## config.mk

```make
export PLATFORM = sky130hd
export DESIGN_NAME = reset_sequencer
export DESIGN_NICKNAME = d
export VERILOG_FILES = /design/src/rtl/reset_seq_pkg.sv /design/src/rtl/reset_sequencer.sv
export SDC_FILE = /design/constraint.sdc
export NUM_CORES = 1
export LEC_CHECK = 0
export CAP_MARGIN = 15
export CORE_ASPECT_RATIO = 1.25
export CORE_UTILIZATION = 28
export DETAILED_ROUTE_END_ITERATION = 8
export GPL_ROUTABILITY_DRIVEN = 0
export HOLD_SLACK_MARGIN = 0.06
export MAX_ROUTING_LAYER = met4
export PLACE_DENSITY = 0.44
export SYNTH_ARGS = -nofsm -noshare
export SYNTH_HDL_FRONTEND = slang
export SYNTH_SLANG_ARGS = --single-unit
```

## constraint.sdc

```tcl
create_clock -name iclk -period 2.2 [get_ports iclk]
set_clock_uncertainty 0.2 [all_clocks]
set_input_delay 0.44 -clock iclk [delete_from_list [all_inputs] [get_ports iclk]]
set_output_delay 0.44 -clock iclk [all_outputs]
set_load 0.005 [all_outputs]
```

## src/rtl/reset_seq_pkg.sv

```systemverilog
// Shared state encoding and default timing constants for the staged reset sequencer.
package reset_seq_pkg;

   typedef enum logic [1:0] {
      ST_ASSERT  = 2'd0,
      ST_HOLD    = 2'd1,
      ST_RELEASE = 2'd2,
      ST_RUN     = 2'd3
   } seq_state_t;

   localparam int DEFAULT_NUM_STAGES  = 3;
   localparam int DEFAULT_HOLD_CYCLES = 16;
   localparam int DEFAULT_GAP_CYCLES  = 8;

   function automatic int max_int(input int a, input int b);
      return (a > b) ? a : b;
   endfunction

endpackage

```

## src/rtl/reset_sequencer.sv

```systemverilog
// Staged reset release: holds all resets after a request clears, then releases
// the stages one by one, lowest bit first, with a fixed gap between stages.
module reset_sequencer
   import reset_seq_pkg::*;
#(
   parameter int NUM_STAGES  = DEFAULT_NUM_STAGES,
   parameter int HOLD_CYCLES = DEFAULT_HOLD_CYCLES,
   parameter int GAP_CYCLES  = DEFAULT_GAP_CYCLES
) (
   input  logic                  iclk,
   input  logic                  irst,
   input  logic                  ireq_n,
   input  logic                  isw_req,
   output logic [NUM_STAGES-1:0] orst_n,
   output logic                  odone,
   output logic [1:0]            ostate
);

   localparam int CNT_MAX = max_int(HOLD_CYCLES, GAP_CYCLES);
   localparam int CNT_W   = $clog2(CNT_MAX + 1);
   localparam int STAGE_W = (NUM_STAGES > 1) ? $clog2(NUM_STAGES) : 1;

   localparam logic [CNT_W-1:0]   HOLD_LAST  = CNT_W'(HOLD_CYCLES);
   localparam logic [CNT_W-1:0]   GAP_LAST   = CNT_W'(GAP_CYCLES);
   localparam logic [CNT_W-1:0]   CNT_TOP    = CNT_W'(CNT_MAX);
   localparam logic [STAGE_W-1:0] LAST_STAGE = STAGE_W'(NUM_STAGES - 1);

   generate
      if (NUM_STAGES < 1 || HOLD_CYCLES < 1 || GAP_CYCLES < 1) begin : g_bad_params
         $error("reset_sequencer: NUM_STAGES, HOLD_CYCLES and GAP_CYCLES must all be at least 1");
      end
   endgenerate

   seq_state_t             state_q, state_d;
   logic [CNT_W-1:0]       cnt_q, cnt_d, cnt_inc;
   logic [STAGE_W-1:0]     stage_q, stage_d, stage_nxt;
   logic [NUM_STAGES-1:0]  rst_n_d;
   logic                   done_d;
   logic                   req_active;

   assign req_active = ~ireq_n | isw_req;
   assign cnt_inc    = (cnt_q < CNT_TOP) ? cnt_q + 1'b1 : cnt_q;
   assign stage_nxt  = stage_q + 1'b1;

   // State, counter and the registered outputs all update together so the
   // outputs never depend combinationally on the request inputs.
   always_ff @(posedge iclk) begin
      if (irst) begin
         state_q <= ST_ASSERT;
         cnt_q   <= '0;
         stage_q <= '0;
         orst_n  <= '0;
         odone   <= 1'b0;
      end else begin
         state_q <= state_d;
         cnt_q   <= cnt_d;
         stage_q <= stage_d;
         orst_n  <= rst_n_d;
         odone   <= done_d;
      end
   end

   // The counter restarts at 1 on every phase change, so a phase ends when
   // the counter reaches its length; it saturates instead of wrapping.
   always_comb begin
      state_d = state_q;
      cnt_d   = cnt_q;
      stage_d = stage_q;
      if (req_active) begin
         state_d = ST_ASSERT;
         cnt_d   = '0;
         stage_d = '0;
      end else begin
         case (state_q)
            ST_ASSERT: begin
               state_d = ST_HOLD;
               cnt_d   = CNT_W'(1);
            end
            ST_HOLD: begin
               if (cnt_q >= HOLD_LAST) begin
                  state_d = (NUM_STAGES == 1) ? ST_RUN : ST_RELEASE;
                  cnt_d   = CNT_W'(1);
                  stage_d = '0;
               end else begin
                  cnt_d = cnt_inc;
               end
            end
            ST_RELEASE: begin
               if (cnt_q >= GAP_LAST) begin
                  stage_d = stage_nxt;
                  cnt_d   = CNT_W'(1);
                  if (stage_nxt == LAST_STAGE) begin
                     state_d = ST_RUN;
                  end
               end else begin
                  cnt_d = cnt_inc;
               end
            end
            ST_RUN: begin
               cnt_d = cnt_q;
            end
            default: begin
               state_d = ST_ASSERT;
               cnt_d   = '0;
               stage_d = '0;
            end
         endcase
      end
   end

   // Output values are derived from the upcoming state and stage index, then registered.
   always_comb begin
      rst_n_d = '0;
      done_d  = 1'b0;
      case (state_d)
         ST_RELEASE: begin
            for (int k = 0; k < NUM_STAGES; k++) begin
               rst_n_d[k] = (k <= int'(stage_d));
            end
         end
         ST_RUN: begin
            rst_n_d = '1;
            done_d  = 1'b1;
         end
         default: begin
            rst_n_d = '0;
         end
      endcase
   end

   assign ostate = state_q;

endmodule

```

* Word level (Yosys, flattened, before mapping)
Cells that the tools add are included.
** Cells by class
- Add/sub/neg operators :: 2
- Order comparisons :: 5
- Equal/unequal tests :: 6
- Multiplexer cells :: 15
- Bitwise logic cells :: 2
- Reduce and logical (&&, ||, !) cells :: 2
** Operator list (count)
- two-way mux 5 bit :: 3
- case mux 5 bit (3 select lines) :: 1
- two-way mux 2 bit :: 7
- == test 2 bit (second input constant) :: 5
- case mux 2 bit (3 select lines) :: 1
- case mux 3 bit (2 select lines) :: 1
- adder 5 x 1 -> 5 bit (second input constant) :: 1
- >= comparator 5 x 4 -> 1 bit (second input constant) :: 1
- >= comparator 5 bit (second input constant) :: 1
- less-than comparator 5 bit (second input constant) :: 1
- case mux 2 bit (2 select lines) :: 1
- adder 2 x 1 -> 2 bit (second input constant) :: 1
- == test 2 x 1 -> 1 bit (second input constant) :: 1
- less-or-equal comparator 1 x 2 -> 1 bit (first input constant) :: 1
- less-or-equal comparator 2 bit (first input constant) :: 1
- logical NOT 2 bit :: 1
- OR reduction 2 bit :: 1
- two-way mux 1 bit :: 1
- NOT 1 bit :: 1
- OR 1 bit :: 1
** Storage, ports and cells
- Bits in registers :: 13
- Input port bits :: 4
- Output and inout bits :: 6
- Logic and storage cells :: 37

* Depth between registers and ports, before layout
- Depth after elaboration :: 8
- Depth in mapped cells :: 7
- Depth with buffers taken out :: 6

* Worst setup path before layout
OpenSTA, ideal clock, no wires.
- Kind :: reg-to-reg
- Start point :: reg state_q[0], in the netlist ostate[0]
- End point :: reg orst_n[1]
- Library setup time :: 0.136 ns
- Data arrival time :: 1.360 ns
- Required time :: 1.864 ns
- Path slack :: 0.504 ns
- Stages on the path, launching flop included :: 8
- Path buffers :: 1
- Period minus slack after synthesis :: 1.696 ns
- Path through :: dfxtp_1 inv_1 ha_1 buf_4 o211ai_1 o22ai_1 a21oi_2 a31oi_1
** Between the ends
- Word-level cells in the longest chain between the ends :: 6
- Elaborated cells on any way between the ends :: 14
- Those cells by class :: order compare: 1; eq/ne: 4; mux: 8; reduce/logical: 1
** Ends and longest elaborated chain
- start: declaration :: line reset_sequencer.sv:34 : seq_state_t state_q, state_d;
- start signal: assignment :: line reset_sequencer.sv:55 : state_q <= state_d;
- two-way mux 2 bit :: line reset_sequencer.sv:92 : if (stage_nxt == LAST_STAGE) begin
- two-way mux 2 bit :: line reset_sequencer.sv:89 : if (cnt_q >= GAP_LAST) begin
- case mux 2 bit (3 select lines) :: line reset_sequencer.sv:74 : case (state_q)
- two-way mux 2 bit :: line reset_sequencer.sv:69 : if (req_active) begin
- == test 2 bit :: line reset_sequencer.sv:115 : case (state_d)
- case mux 3 bit (2 select lines) (*) :: line reset_sequencer.sv:115
- end signal: assignment :: line reset_sequencer.sv:58 : orst_n <= rst_n_d;
- end: declaration :: line reset_sequencer.sv:14 : output logic [NUM_STAGES-1:0] orst_n,
Every way passes the cells marked *; elsewhere a longest branch is shown, timed or not.
A chain may end at the register's enable or synchronous reset.

* Worst setup path after layout
- Start point :: reg state_q[1], in the netlist ostate[1]
- End point :: out ostate[1]
** RTL lines
- end: declaration :: line reset_sequencer.sv:16 : output logic [1:0] ostate
No word-level cell between the ends.

==> reports/metrics.yaml <==
status:
  outcome: "finished clean"
synthesis:
  synth_area_leader_cell: "dfxtp_1"
  ys_types: 29
  yosys.area.top_type_share_pct: 34.7
  synth_top_family_by_area: "compound AO/OA/AOI/OAI gates"
  yosys.area_share.adder_pct: 16.7
  synth.avg_cell_area_um2: 8.63
  yosys.area_share.simple_pct: 18.2
  synth-edff-count: 0
  synth_most_common_cell: "dfxtp_1"
  async_flop_share_pct: 0
  yosysWarnings: 0
  synthXorXnorAreaFrac_pct: 0
  synth_compound_area_share_pct: 21.5
  synthMuxAreaShare_pct: 0
  seq_area_frac_synth_pct: 34.7
  syn_area_um2: 751
  synth_area_leaders: "dfxtp_1, ha_1, nor2_1"
  synthesis.nets: 101
  synth_common_cells: "dfxtp_1, nor2_1, ha_1"
  synth_ff_type: "dfxtp_1"
  synth_seq_cells: 13
  synth_cells: 87
die:
  ios: 10
  die_w_um: 48.3
  rows: 20
  die_h_um: 59.9
  core_um2: 2480
  dieArea_um2: 2890
  initial_core_util_pct: 30.3
placement:
  numPortBuffers: 9
  detailed_place_hpwl_um: 1200
min_path:
  min-delay-start: "cnt_q[2]$_SDFFE_PP0P_"
  worstHoldPathType: "reg2reg"
  holdPathStages: 2
  min_to: "cnt_q[2]$_SDFFE_PP0P_"
power:
  power_density_nw_per_um2: 476
  leakagePower_nw: 0.346
  max-vdd-ir-drop_mv: 0.365
  total_power_w: 0.000420
setup_path:
  r2r_start: "ostate[1]$_SDFF_PP0_"
  cp_num_buf_inv: 1
  cp.arrival_ns: 1.25
  reg2reg_depth: 6
  cp_max_fo: 6
  path_class: "reg2out"
  crit_slowest_cell: "clkdlybuf4s50_1"
  path_delay_family: "buffers and inverters"
  cp-end-kind: "output pin"
  critPathMaxStageDelay_ns: 0.54
  r2r_end: "orst_n[1]$_SDFF_PP0_"
  cp_data_required_time_ns: 1.56
  cp_cell_sequence: "clkdlybuf4s50_1"
  start_kind: "register"
  reg2reg_slack_ns: 0.33
  startpoint: "ostate[1]$_SDFF_PP0_"
routing:
  ant_nets: 0
  drt_iter0_markers: 16
  drtPass1Iterations: 4
  wl_per_cell_um: 12.4
  drt-total-wl_um: 1610
  vias: 624
  drc_errors: 0
  avgViaCountPerCell: 4.80
timing:
  hold_violations: 0
  finalCriticalPeriod_ns: 1.89
  setup-violations-final: 0
  tns_ns: 0
  fin_crit_sh_pct: 86.0
  relSlewSlack_pct: 69.1
  tightestPinTransition_ns: 0.462
  rsz0062_at_grt: "false"
  drv_slew: 0
  fmax_mhz: 529
grt:
  grt_max_degree: 12
  grt_pass1_vias: 560
  grt_usage_pct: 12.8
  antenna_found_initial: 0
  grt_overflow: 0
  grt_pass1_wl_um: 2640
cts:
  post_cts.repair.setup_buffers: 0
  cts_tree: "done"
  cts_buffers: 3
  cts_buffer_depth: 2
  htree_levels: 1
  cts.sinks: 13
  cts_resized: 0
  root_buffer: "clkbuf_4"
  ctsHoldBuffers: 0
  path_clk_slew_ns: 0.08
  clk-insertion-delay-late_ns: 0.28
finish:
  fill_cells: 263
  drive_above_1_share_pct: 6.19
  fin_nets: 112
  antenna_cells: 0
  layout-area-overhead-vs-synth_pct: 17.5
  fin_util_pct: 35.6
flow_run:
  max_cap_violations: 0
[metrics by stage]
step                area (um^2)  worst slack [ns]  std cells  hold WS [ns]
floorplan                   751             0.504         87         0.270
global placement            856             0.341        126         0.295
detailed placement          856             0.320        126         0.305
CTS                         882             0.303        130         0.317
global route                882             0.147        130         0.356
finish                      882             0.308        130         0.312
[worst max-delay path by stage]
stage | endpoint | cells after the start
2_1_floorplan | orst_n[1]$_SDFF_PP0_ | 7
3_3_place_gp | orst_n[1]$_SDFF_PP0_ | 5
3_5_place_dp | orst_n[1]$_SDFF_PP0_ | 5
4_1_cts | ostate[1] | 1
5_1_grt | orst_n[1]$_SDFF_PP0_ | 6
6_report | ostate[1] | 1
[routing by layer]
| metal | up-vias | share of wire [%] | global-route usage (%) |
|---|---|---|---|
| li1 | 320 | - | - |
| met2 | 8 | 50 | 21.1 |
| met5 | - | 0 | - |
| met4 | 0 | 1.9 | 6.30 |
| met1 | 291 | 45 | 15.3 |
| met3 | 5 | 2.5 | 1.78 |
[layout make-up]
cell class	count	area [um^2]	area share (%)
Tap cell	33	41.3	4.68
Clock buffer	4	26.3	2.98
Inverter	9	33.8	3.83
Sequential cell	13	260	29.5
Timing Repair Buffer	10	97.6	11.1
Multi-Input combinational cell	61	423	47.9
[placed cells by master (no fill, tap or decap)]
master / netlist / routed
dfxtp_1: 13 / 13
nor2_1: 12 / 12
ha_1: 10 / 10
inv_1: 9 / 9
clkdlybuf4s50_1: 0 / 9
a21oi_1: 7 / 7
o21ai_1: 3 / 3
nand2_1: 3 / 3
a31oi_1: 3 / 3
clkbuf_4: 0 / 3
o21a_1: 2 / 2
nor3_1: 2 / 2
nor2b_1: 2 / 2
o211ai_1: 2 / 2
nand2b_1: 2 / 2
and2b_1: 1 / 1
o22a_1: 1 / 1
o22ai_1: 1 / 1
a21oi_2: 1 / 1
o311ai_2: 1 / 1
or2_0: 1 / 1
nand3b_1: 1 / 1
nand3_1: 1 / 1
and4b_1: 1 / 1
o211a_1: 1 / 1
nor4b_1: 1 / 1
o21ai_0: 1 / 1
o31ai_1: 1 / 1
clkbuf_1: 1 / 1
buf_4: 1 / 1
[cells by family (layout without fill, tap and decap cells)]
| logic type | Yosys count | count (layout) |
|---|---|---|
| AO/OA/AOI/OAI | 24 | 24 |
| AND/OR/NAND/NOR | 27 | 27 |
| buffers and inverters | 13 | 23 |
| flip-flops | 13 | 13 |
| adder cells (fa/ha/maj) | 10 | 10 |
[report_power, final]
group | switching [W] | internal (W) | leakage [nW]
Sequential | 0.00000209 | 0.000237 | 0.105
Clock | 0.0000852 | 0.0000705 | 0.0150
Combinational | 0.0000131 | 0.0000128 | 0.226
[sequential cells by signal, indices dropped and copies added, names as in the netlist]
register	count
ostate	2
stage_q	2
cnt_q	5
odone	1
orst_n	3
No activity file was read; power rests on OpenSTA's default activity.
